File: src/rtl/doorway_sensor_if.sv
// Beam inputs and passage event outputs of the doorway sensor.
// The slave side is the sensor; the master side drives the beams and observes the events.
interface doorway_sensor_if;
   logic outerBeam;
   logic innerBeam;
   logic entered;
   logic exited;
   logic fault;

   modport master (
      output outerBeam,
      output innerBeam,
      input  entered,
      input  exited,
      input  fault
   );

   modport slave (
      input  outerBeam,
      input  innerBeam,
      output entered,
      output exited,
      output fault
   );
endinterface

File: src/rtl/doorway_sensor.sv
// Two-beam doorway sensor: synchronizes and debounces both beams, then tracks
// the beam order to emit one pulse per completed inward or outward passage.
//
// state | meaning
// IDLE  | both beams clear, no passage in progress
// O1    | outer beam only, entry started
// OB    | both beams blocked during entry
// I2    | inner beam only, entry finishing
// I1    | inner beam only, exit started
// IB    | both beams blocked during exit
// O2    | outer beam only, exit finishing
// ABORT | illegal order or timeout, waiting for both beams to clear
module doorway_sensor #(
   parameter int unsigned DEBOUNCE = 4,
   parameter int unsigned TIMEOUT  = 64
) (
   input  logic            clock,
   input  logic            reset,
   doorway_sensor_if.slave bus
);

   typedef enum logic [2:0] {
      IDLE, O1, OB, I2, I1, IB, O2, ABORT
   } state_e;

   localparam logic [3:0] DB_LAST  = 4'(DEBOUNCE - 1);
   localparam logic [7:0] TMO_LAST = 8'(TIMEOUT - 1);

   logic [1:0]      outer_sync_q;
   logic [1:0]      inner_sync_q;
   logic [1:0]      sync_lvl;
   logic [1:0]      deb_q, deb_d;
   logic [1:0][3:0] db_cnt_q, db_cnt_d;
   state_e          state_q, state_d;
   logic [7:0]      tmo_q, tmo_d;
   logic            entered_q, entered_d;
   logic            exited_q, exited_d;
   logic            fault_q, fault_d;

   // bit 1 = outer, bit 0 = inner, so the debounced pair reads as (o,i)
   assign sync_lvl = {outer_sync_q[1], inner_sync_q[1]};

   always_comb begin
      for (int c = 0; c < 2; c++) begin
         deb_d[c]    = deb_q[c];
         db_cnt_d[c] = '0;
         if (sync_lvl[c] != deb_q[c]) begin
            if (db_cnt_q[c] == DB_LAST) begin
               deb_d[c] = sync_lvl[c];
            end else begin
               db_cnt_d[c] = db_cnt_q[c] + 4'd1;
            end
         end
      end
   end

   always_comb begin
      state_d   = state_q;
      entered_d = 1'b0;
      exited_d  = 1'b0;
      case (state_q)
         IDLE: case (deb_q)
            2'b10:   state_d = O1;
            2'b01:   state_d = I1;
            2'b11:   state_d = ABORT;
            default: state_d = IDLE;
         endcase
         O1: case (deb_q)
            2'b11:   state_d = OB;
            2'b00:   state_d = IDLE;
            2'b01:   state_d = ABORT;
            default: state_d = O1;
         endcase
         OB: case (deb_q)
            2'b01:   state_d = I2;
            2'b10:   state_d = O1;
            2'b00:   state_d = ABORT;
            default: state_d = OB;
         endcase
         I2: case (deb_q)
            2'b00: begin
               state_d   = IDLE;
               entered_d = 1'b1;
            end
            2'b11:   state_d = OB;
            2'b10:   state_d = ABORT;
            default: state_d = I2;
         endcase
         I1: case (deb_q)
            2'b11:   state_d = IB;
            2'b00:   state_d = IDLE;
            2'b10:   state_d = ABORT;
            default: state_d = I1;
         endcase
         IB: case (deb_q)
            2'b10:   state_d = O2;
            2'b01:   state_d = I1;
            2'b00:   state_d = ABORT;
            default: state_d = IB;
         endcase
         O2: case (deb_q)
            2'b00: begin
               state_d  = IDLE;
               exited_d = 1'b1;
            end
            2'b11:   state_d = IB;
            2'b01:   state_d = ABORT;
            default: state_d = O2;
         endcase
         ABORT: begin
            if (deb_q == 2'b00) state_d = IDLE;
         end
         default: state_d = IDLE;
      endcase

      // a stalled passage is abandoned even if it would complete on this edge
      if (state_q != IDLE && state_q != ABORT && tmo_q == TMO_LAST) begin
         state_d   = ABORT;
         entered_d = 1'b0;
         exited_d  = 1'b0;
      end

      if (state_d != state_q || state_q == IDLE || state_q == ABORT) begin
         tmo_d = '0;
      end else begin
         tmo_d = tmo_q + 8'd1;
      end

      fault_d = (state_d == ABORT);
   end

   always_ff @(posedge clock or negedge reset) begin
      if (!reset) begin
         outer_sync_q <= '0;
         inner_sync_q <= '0;
         deb_q        <= '0;
         db_cnt_q     <= '0;
         state_q      <= IDLE;
         tmo_q        <= '0;
         entered_q    <= 1'b0;
         exited_q     <= 1'b0;
         fault_q      <= 1'b0;
      end else begin
         outer_sync_q <= {outer_sync_q[0], bus.outerBeam};
         inner_sync_q <= {inner_sync_q[0], bus.innerBeam};
         deb_q        <= deb_d;
         db_cnt_q     <= db_cnt_d;
         state_q      <= state_d;
         tmo_q        <= tmo_d;
         entered_q    <= entered_d;
         exited_q     <= exited_d;
         fault_q      <= fault_d;
      end
   end

   assign bus.entered = entered_q;
   assign bus.exited  = exited_q;
   assign bus.fault   = fault_q;

endmodule

File: src/flat_wrapper.sv
// flat-port wrapper written by rule: the top's interface ports become plain ports
module doorway_sensor_flat 
#(
   parameter int unsigned DEBOUNCE = 4,
   parameter int unsigned TIMEOUT  = 64
)
  (clock, reset, bus_outerBeam, bus_innerBeam, bus_entered, bus_exited, bus_fault);
  doorway_sensor_if bus_i ();
  input  logic clock;
  input  logic reset;
  input wire logic [$bits(bus_i.outerBeam)-1:0] bus_outerBeam;
  input wire logic [$bits(bus_i.innerBeam)-1:0] bus_innerBeam;
  output wire logic [$bits(bus_i.entered)-1:0] bus_entered;
  output wire logic [$bits(bus_i.exited)-1:0] bus_exited;
  output wire logic [$bits(bus_i.fault)-1:0] bus_fault;
  assign bus_i.outerBeam = bus_outerBeam;
  assign bus_i.innerBeam = bus_innerBeam;
  assign bus_entered = bus_i.entered;
  assign bus_exited = bus_i.exited;
  assign bus_fault = bus_i.fault;
  doorway_sensor #(.DEBOUNCE(DEBOUNCE), .TIMEOUT(TIMEOUT)) u_core (.clock(clock), .reset(reset), .bus(bus_i));
endmodule
File: config.mk
export PLATFORM = sky130hd
export DESIGN_NAME = doorway_sensor_flat
export DESIGN_NICKNAME = d
export VERILOG_FILES = /design/src/rtl/doorway_sensor_if.sv /design/src/rtl/doorway_sensor.sv /design/src/flat_wrapper.sv
export SDC_FILE = /design/constraint.sdc
export NUM_CORES = 1
export LEC_CHECK = 0
export BUFFER_PORTS_ARGS = -buffer_cell sky130_fd_sc_hd__buf_2
export CORE_MARGIN = 5
export CORE_UTILIZATION = 55
export DETAILED_ROUTE_END_ITERATION = 12
export PLACE_DENSITY_LB_ADDON = 0.2
export SLEW_MARGIN = 15
export SYNTH_ARGS = -nofsm -noshare
export SYNTH_HDL_FRONTEND = slang
export SYNTH_SLANG_ARGS = --single-unit
File: constraint.sdc
create_clock -name clock -period 2.7 [get_ports clock]
set_clock_uncertainty 0.1 [all_clocks]
set_input_delay 0 -clock clock [delete_from_list [all_inputs] [get_ports clock]]
set_output_delay 0 -clock clock [all_outputs]
set_load 0.05 [all_outputs]
Word level (Yosys, flattened, before mapping)
Cells that the tools add are included.
- latch bits: 0
- memories: 0
- register bits after elaboration: 28
- logic and storage cells: 61
- bits in read-only memories: 0
- output and inout bits: 3
- bits in writable memories: 0
- shift operators: 0
- div/mod/pow operators: 0
- reductions and logical operators: 9
- add/subtract/negate cells: 3
- muxes and demuxes: 20
- bitwise operators: 0
- equal/unequal tests: 18
- $mul: 0
- $lt $le $gt $ge: 0
- operators by type and width (cell ; count):
    3-bit case mux with 3 select lines ; 6
    3-bit case mux with 8 select lines ; 1
    4-bit 2-to-1 mux ; 4
    3-bit equality test, second input constant ; 5
    4-bit by 1-bit adder with 4-bit output, second input constant ; 2
    8-bit by 1-bit adder with 8-bit output, second input constant ; 1
    4-bit by 2-bit equality test with 1-bit output, second input constant ; 2
    8-bit by 6-bit equality test with 1-bit output, second input constant ; 1
    8-bit 2-to-1 mux ; 1
    3-bit by 2-bit equality test with 1-bit output, second input constant ; 2
    3-bit 2-to-1 mux ; 2
    2-bit case mux with 3 select lines ; 1
    1-bit 2-to-1 mux ; 5
    2-bit equality test, second input constant ; 2
    2-bit AND reduction ; 2
    3-bit by 1-bit equality test with 1-bit output, second input constant ; 1
    3-bit zero test ; 1
    3-bit inequality test ; 1
    3-bit inequality test, second input constant ; 1
    3-bit nonzero test ; 1
    2-bit by 1-bit equality test with 1-bit output, second input constant ; 1
    1-bit logical AND ; 2
    2-bit zero test ; 1
    1-bit logical OR ; 2
    1-bit inequality test ; 2

Logic depth before layout (Yosys ltp)
Gate-level depths: netlist of the first run.
- word-level depth: 8
- gate-level depth with buffers: 8

Least setup slack after synthesis of the first run
Ideal clock, no wire load.
- kind: flip-flop to flip-flop
- start point: register u_core.deb_q[0]
- end point: register u_core.tmo_q[0]
- required time: 2506 ps
- buffers on the path: 0
- setup slack: 407 ps
- setup time: 94 ps
- cell stages (with the launch flop): 9
- arrival time: 2099 ps
- cells stage by stage: dfrtp_1 inv_1 ha_1 and3b_1 a211oi_1 o21a_1 or3_1 a211o_1 a211oi_1
- word-level cells in the longest chain between the ends: 8
- ends and longest elaborated chain (what ; RTL line ; RTL):
    start: declaration ; doorway_sensor.sv:32 ; logic [1:0] deb_q, deb_d;
    start signal: assignment ; doorway_sensor.sv:136 ; deb_q <= '0;
    start signal: assignment ; doorway_sensor.sv:146 ; deb_q <= deb_d;
    2-bit by 1-bit equality test with 1-bit output (tied with other cells) ; - ;
    3-bit case mux with 3 select lines (tied with other cells) ; doorway_sensor.sv:101 ; O2: case (deb_q)
    3-bit case mux with 8 select lines (*) ; doorway_sensor.sv:61 ; case (state_q)
    3-bit 2-to-1 mux (*) ; doorway_sensor.sv:117 ; if (state_q != IDLE && state_q != ABORT && tmo_q == TMO_LAST) begin
    3-bit inequality test (*) ; doorway_sensor.sv:123 ; if (state_d != state_q || state_q == IDLE || state_q == ABORT) begin
    1-bit logical OR (*) (2 in a row) ; doorway_sensor.sv:123 ;
    8-bit 2-to-1 mux (*) ; doorway_sensor.sv:123 ;
    named net u_core.tmo_d[0] ; doorway_sensor.sv:35 ; logic [7:0] tmo_q, tmo_d;
    end signal: assignment ; doorway_sensor.sv:149 ; tmo_q <= tmo_d;
    end: declaration ; doorway_sensor.sv:35 ;
The timed path passes the listed nets; every way through them passes the cells marked *.
A chain may end at the register's enable or synchronous reset.

Worst setup path after layout of the first run
Same ends and word-level chain as after synthesis.

==> flow_summary.json, run 1 <==
{
  "r2r_end": "u_core.tmo_q[0]$_DFF_PN0_",
  "relSlewSlack_pct": 59.7,
  "dr.pass1.iters": 4,
  "drt_iter0_drc": 30,
  "fin_tns_setup_ns": 0,
  "leakage_nw": 0.754,
  "seq_area_frac_synth_pct": 45.8,
  "synth.area.top_cells": "dfrtp_1 46%, ha_1 9.0%, a211oi_1 3.9%",
  "grt_pass1_wl_microns": 4970,
  "synth_fp_nets": 163,
  "synth_top_area_share_pct": 45.8,
  "worstSetupStartpoint": "u_core.deb_q[0]$_DFFE_PN0P_",
  "io_pins": 7,
  "grt_overflow_total": 0,
  "grt_antenna_before_repair": 0,
  "r2r_cells": 8,
  "irDropWorstVdd_uv": 840,
  "grt_pass1_vias": 1120,
  "critical_path_class": "reg -> reg",
  "diodes": 0,
  "dieArea_sq_um": 3930,
  "post-synth-top-area-cell": "dfrtp_1",
  "path_clk_slew_ns": 0.16,
  "syn2layout_area_growth_pct": 9.41,
  "endpoint_kind": "flip-flop",
  "max_freq_mhz": 395,
  "crit_path_start_kind": "flip-flop",
  "synth_cell_types": 42,
  "ys_async_sr_fraction_pct": 100,
  "final-hold-violation-count": 0,
  "grt_max_degree": 29,
  "cts_tree": "built",
  "clock_path_buffers": 2,
  "drt-total-wl_microns": 2820,
  "setup_violations": 0,
  "cp.required_ns": 2.85,
  "dp_hpwl_microns": 2020,
  "synth.avg_cell_area_sq_um": 10.3,
  "yosysWarnings": 0,
  "clk_latency_ns": 0.32,
  "die_x_microns": 62.7,
  "synthCells": 148,
  "core.rowCount": 19,
  "clock_sinks": 28,
  "synth_seq_cells": 28,
  "outcome": "finished, final reports clean",
  "root_buffer": "clkbuf_4",
  "cap_violations": 0,
  "port_buffers": 6,
  "post_drt_wl_per_cell_microns": 14.8,
  "worstPathArrival_ns": 2.68,
  "critPathMaxFanout": 8,
  "numCtsBuffers": 3,
  "whs_ns": 0.0937,
  "worstSetupEndpoint": "u_core.tmo_q[0]$_DFF_PN0_",
  "min_period_ns": 2.53,
  "rsz0062_at_grt": "no",
  "track_usage_pct": 15.1,
  "finalMaxSlewViolations": 0,
  "ant_nets": 0,
  "ys_top_cells_by_count": "28 x dfrtp_1, 11 x ha_1, 10 x nand2_1",
  "dr_total_vias": 1129,
  "ys.flop_type": "dfrtp_1",
  "via_per_inst": 5.91,
  "hold_class": "in -> async",
  "routabilityCongestion": 0.915,
  "synth_edf_count": 0,
  "cts_setup_buffers": 0,
  "die_y_microns": 62.7,
  "drc": 0,
  "power-per-cell-area_nw_per_um2": 1030,
  "initial_core_util_pct": 56.4,
  "final_nets": 176,
  "fin_crit_sh_pct": 93.9,
  "final_layout_size_suffix_gt1_share_pct": 11.3,
  "ctsHtreeMaxLevel": 1,
  "rr_startpoint": "u_core.deb_q[0]$_DFFE_PN0P_",
  "p_total_mw": 1.73,
  "synth.most_common_cell": "dfrtp_1",
  "r2r_slack_ns": 0.17,
  "core_sq_um": 2710,
  "netlist_area_sq_um": 1530,
  "worst_slew_pin_slew_ns": 0.604
}
==> worst max-delay path, cell delays in order (launching register included) <==
cell	delay, ns
dfrtp_1	0.48
inv_1	0.17
ha_1	0.27
and3b_1	0.19
a211oi_1	0.06
o21a_1	0.22
or3_1	0.30
a211o_1	0.40
a211oi_1	0.27
==> final cells by class <==
cell class	count	area, sq um
Clock buffer	3	22.5
Tap cell	31	38.8
Sequential cell	28	701
Inverter	5	18.8
Clock inverter	1	30.0
Multi-Input combinational cell	111	779
Fill cell	220	1040
Timing Repair Buffer	12	82.6
==> worst min path at each step <==
stage	endpoint	slack (ns)	cells past startpoint
2_1_floorplan	u_core.bus.entered$_DFF_PN0_	-0.40	0
3_3_place_gp	u_core.state_q[1]$_DFF_PN0_	-0.07	1
3_5_place_dp	u_core.bus.exited$_DFF_PN0_	-0.06	1
4_1_cts	u_core.bus.exited$_DFF_PN0_	0.1	2
5_1_grt	u_core.tmo_q[7]$_DFF_PN0_	0.15	2
6_report	u_core.tmo_q[7]$_DFF_PN0_	0.09	2
==> power by group <==
group          internal, mW  switching [mW]
clock network         0.150           0.125
logic                 0.337           0.521
registers             0.500          0.0951
==> logic make-up after synthesis <==
family	after synthesis	synth area share [%]
buffers and inverters	9	3.19
adders and majority gates	11	9.00
DFF	28	45.8
and+or+nand+nor	60	23.0
xor gates and xnor gates	10	5.73
muxes	1	0.655
AOI/OAI and AO/OA	29	12.6
==> layout by cell type, fill, tap and decap left out, types with 6 or more instances in the layout <==
cell type  count
xor2_1         6
dfrtp_1       28
nor2_1         6
a211oi_1       8
nand3_1        8
ha_1          11
buf_2          6
o21ai_0        8
nand2_1       10
nor3_1         7
==> state kept, by name (all words and copies together) (netlist names) <==
name	cells
u_core.outer_sync_q	2
u_core.bus.fault	1
u_core.bus.entered	1
u_core.bus.exited	1
u_core.tmo_q	8
u_core.db_cnt_q	8
u_core.inner_sync_q	2
u_core.state_q	3
u_core.deb_q	2
==> metal layers <==
metal	vias to the layer above	wire length [microns]	global-route usage, %
met5	-	0	0
met4	0	46	4.77
met2	24	1420	25.6
met1	546	1270	19.1
met3	4	89	3.06
li1	555	-	-
==> per-stage QoR <==
stage	util, %	worst slack [ns]	instance area [sq um]	std cells
6_report	61.7	0.165	1670	191
5_1_grt	61.7	0.00320	1670	191
4_1_cts	61.7	0.162	1670	191
3_5_place_dp	58.7	0.200	1590	184
3_3_place_gp	58.7	0.301	1590	184
2_1_floorplan	-	0.407	1530	148
==> what timing repair did <==
action,CTS,global route
hold buffers,3,0
endpoints found under the hold margin,30,0
resized for setup,0,0
No activity file was read; power rests on OpenSTA's default activity.
==> run 2: changes to the inputs <==
==> constraint.sdc (replaced) <==
create_clock -name clock -period 3.13 [get_ports clock]
set_clock_uncertainty 0.1 [all_clocks]
set_input_delay 0 -clock clock [delete_from_list [all_inputs] [get_ports clock]]
set_output_delay 0 -clock clock [all_outputs]
set_load 0.05 [all_outputs]
==> run 2 against run 1 <==
Against the previous run:
- total power shrank 21%
- non-clock buffer count shrank 3
- core utilization shrank 1.9 points
- routed wire length shrank 2.3%
- worst hold slack lost 0.0069 ns
- first-iteration DRC count grew 17%
- maximum frequency shrank 0.88%
- critical path depth is the same
- cell area shrank 3.1%
- sequential power shrank 9.4%
- critical path type unchanged
- critical endpoint is now u_core.tmo_q[7]$_DFF_PN0_
- highest routed layer unchanged
==> flow_summary.json, run 2 (same netlist as run 1, synthesis figures left out) <==
{
  "fin_util_pct": 59.8,
  "die_y_microns": 62.7,
  "crit_path_start_kind": "flip-flop",
  "critPathMaxFanout": 8,
  "max_freq_mhz": 391,
  "core_sq_um": 2710,
  "dr_total_vias": 1117,
  "initial_core_util_pct": 56.4,
  "critical_path_class": "reg -> reg",
  "syn2layout_area_growth_pct": 5.97,
  "die_x_microns": 62.7,
  "worstPathArrival_ns": 2.71,
  "drc": 0,
  "grt_overflow_total": 0,
  "cts_setup_buffers": 0,
  "ctsHtreeMaxLevel": 1,
  "fin_tns_setup_ns": 0,
  "cts_tree": "built",
  "dr.pass1.iters": 4,
  "outcome": "finished, final reports clean",
  "drt_iter0_drc": 35,
  "leakage_nw": 0.726,
  "top_regs": "u_core.db_cnt_q x8, u_core.tmo_q x8, u_core.state_q x3",
  "via_per_inst": 5.97,
  "nFillCells": 242,
  "worst_slew_pin_slew_ns": 0.601,
  "min_period_ns": 2.56,
  "crit_buf_inv": 1,
  "finalMaxSlewViolations": 0,
  "dpl.cell_count": 181,
  "post_drt_wl_per_cell_microns": 14.7,
  "r2r_slack_ns": 0.57,
  "routabilityCongestion": 0.952,
  "grt_pass1_wl_microns": 5040,
  "relSlewSlack_pct": 59.8,
  "r2r_end": "u_core.tmo_q[7]$_DFF_PN0_",
  "numCtsBuffers": 3,
  "root_buffer": "clkbuf_4",
  "rr_startpoint": "u_core.deb_q[0]$_DFFE_PN0P_",
  "r2r_cells": 8,
  "mostFrequentLayoutCells": "28 x dfrtp_1, 11 x ha_1, 10 x nand2_1",
  "critPathTopFamily": "compound AO/OA/AOI/OAI gates",
  "diodes": 0,
  "fin_crit_sh_pct": 81.7,
  "path_clk_slew_ns": 0.15,
  "port_buffers": 6,
  "slowest_stage": "dfrtp_1",
  "post-route-cell-area_sq_um": 1620,
  "power-per-cell-area_nw_per_um2": 840,
  "worstPathCellList": "inv_1 -> ha_1 -> and3b_1 -> a211oi_1 -> o21a_1 -> or3_1 -> a211o_1 -> a211oi_1",
  "track_usage_pct": 15.6,
  "multiInputGateArea_sq_um": 779,
  "ant_nets": 0,
  "dieArea_sq_um": 3930,
  "final-hold-violation-count": 0,
  "rsz0062_at_grt": "no",
  "crit_path_frequent_cell": "a211oi_1",
  "hold_class": "in -> async",
  "clock_sinks": 28,
  "grt_max_degree": 29,
  "endpoint_kind": "flip-flop",
  "grt_pass1_vias": 1110,
  "final_layout_size_suffix_gt1_share_pct": 8.97,
  "grt_antenna_before_repair": 0,
  "clock_path_buffers": 2,
  "irDropWorstVdd_uv": 524,
  "cap_violations": 0,
  "dp_hpwl_microns": 2030,
  "regArea_sq_um": 701,
  "placed_area_sq_um": 1570,
  "cp.required_ns": 3.28,
  "core.rowCount": 19,
  "drt-total-wl_microns": 2760,
  "io_pins": 7,
  "setup_violations": 0,
  "max_stage_delay_ns": 0.48,
  "clk_latency_ns": 0.33,
  "final_nets": 173,
  "fin_cells": 187,
  "final_common_cell": "dfrtp_1"
}
## run 2: worst max-delay path by stage
stage	start	to	slack, ns	depth (start not counted)
after detailed placement	u_core.deb_q[0]$_DFFE_PN0P_	u_core.tmo_q[6]$_DFF_PN0_	0.59	8
after global placement	u_core.deb_q[0]$_DFFE_PN0P_	u_core.tmo_q[7]$_DFF_PN0_	0.65	8
after floorplan	u_core.deb_q[0]$_DFFE_PN0P_	u_core.tmo_q[0]$_DFF_PN0_	0.84	8
after global routing	u_core.deb_q[0]$_DFFE_PN0P_	u_core.tmo_q[2]$_DFF_PN0_	0.31	8
final	u_core.deb_q[0]$_DFFE_PN0P_	u_core.tmo_q[7]$_DFF_PN0_	0.57	8
after CTS	u_core.deb_q[0]$_DFFE_PN0P_	u_core.tmo_q[6]$_DFF_PN0_	0.57	8
## run 2: area by class of cell
type | instances | share of cell area [%]
flip-flops and latches | 28 | 43.2
repair buffers | 9 | 3.71
clock buffers | 3 | 1.39
multi-input cells | 111 | 48.1
well taps | 31 | 2.39
inverters | 5 | 1.16
## run 2: power by group
part	total [mW]	internal, mW	switching (mW)
clock	0.143	0.0451	0.0982
combinational	0.678	0.265	0.414
sequential	0.539	0.431	0.108
total	1.36	0.741	0.619
## run 2: worst register-to-register path: stages (launching register included)
cell      delay [ns]
dfrtp_1         0.48
inv_1           0.19
ha_1            0.28
and3b_1         0.18
a211oi_1        0.06
o21a_1          0.23
or3_1           0.31
a211o_1         0.41
a211oi_1        0.26
## run 2: through the flow
step | power, mW | hold WS (ns) | setup slack, ns
final | 1.36 | 0.0868 | 0.573
after global routing | 1.49 | 0.154 | 0.313
after CTS | 1.36 | 0.106 | 0.569
after detailed placement | 1.21 | -0.0504 | 0.588
after global placement | 1.20 | -0.0637 | 0.653
after floorplan | 1.08 | -0.396 | 0.837
## run 2: routing by layer
layer / wire length [microns] / GRT usage, % / part of all wire (%)
met1: 1200 / 19.1 / 44
met3: 89 / 3.24 / 3.2
met2: 1420 / 26.9 / 52
met4: 42 / 5.57 / 1.5
met5: 0 / 0 / 0
## run 2: timing repair
action / CTS / global route
hold buffers: 3 / 0
gates resized for setup: 0 / 0
hold endpoints to repair: 30 / 0
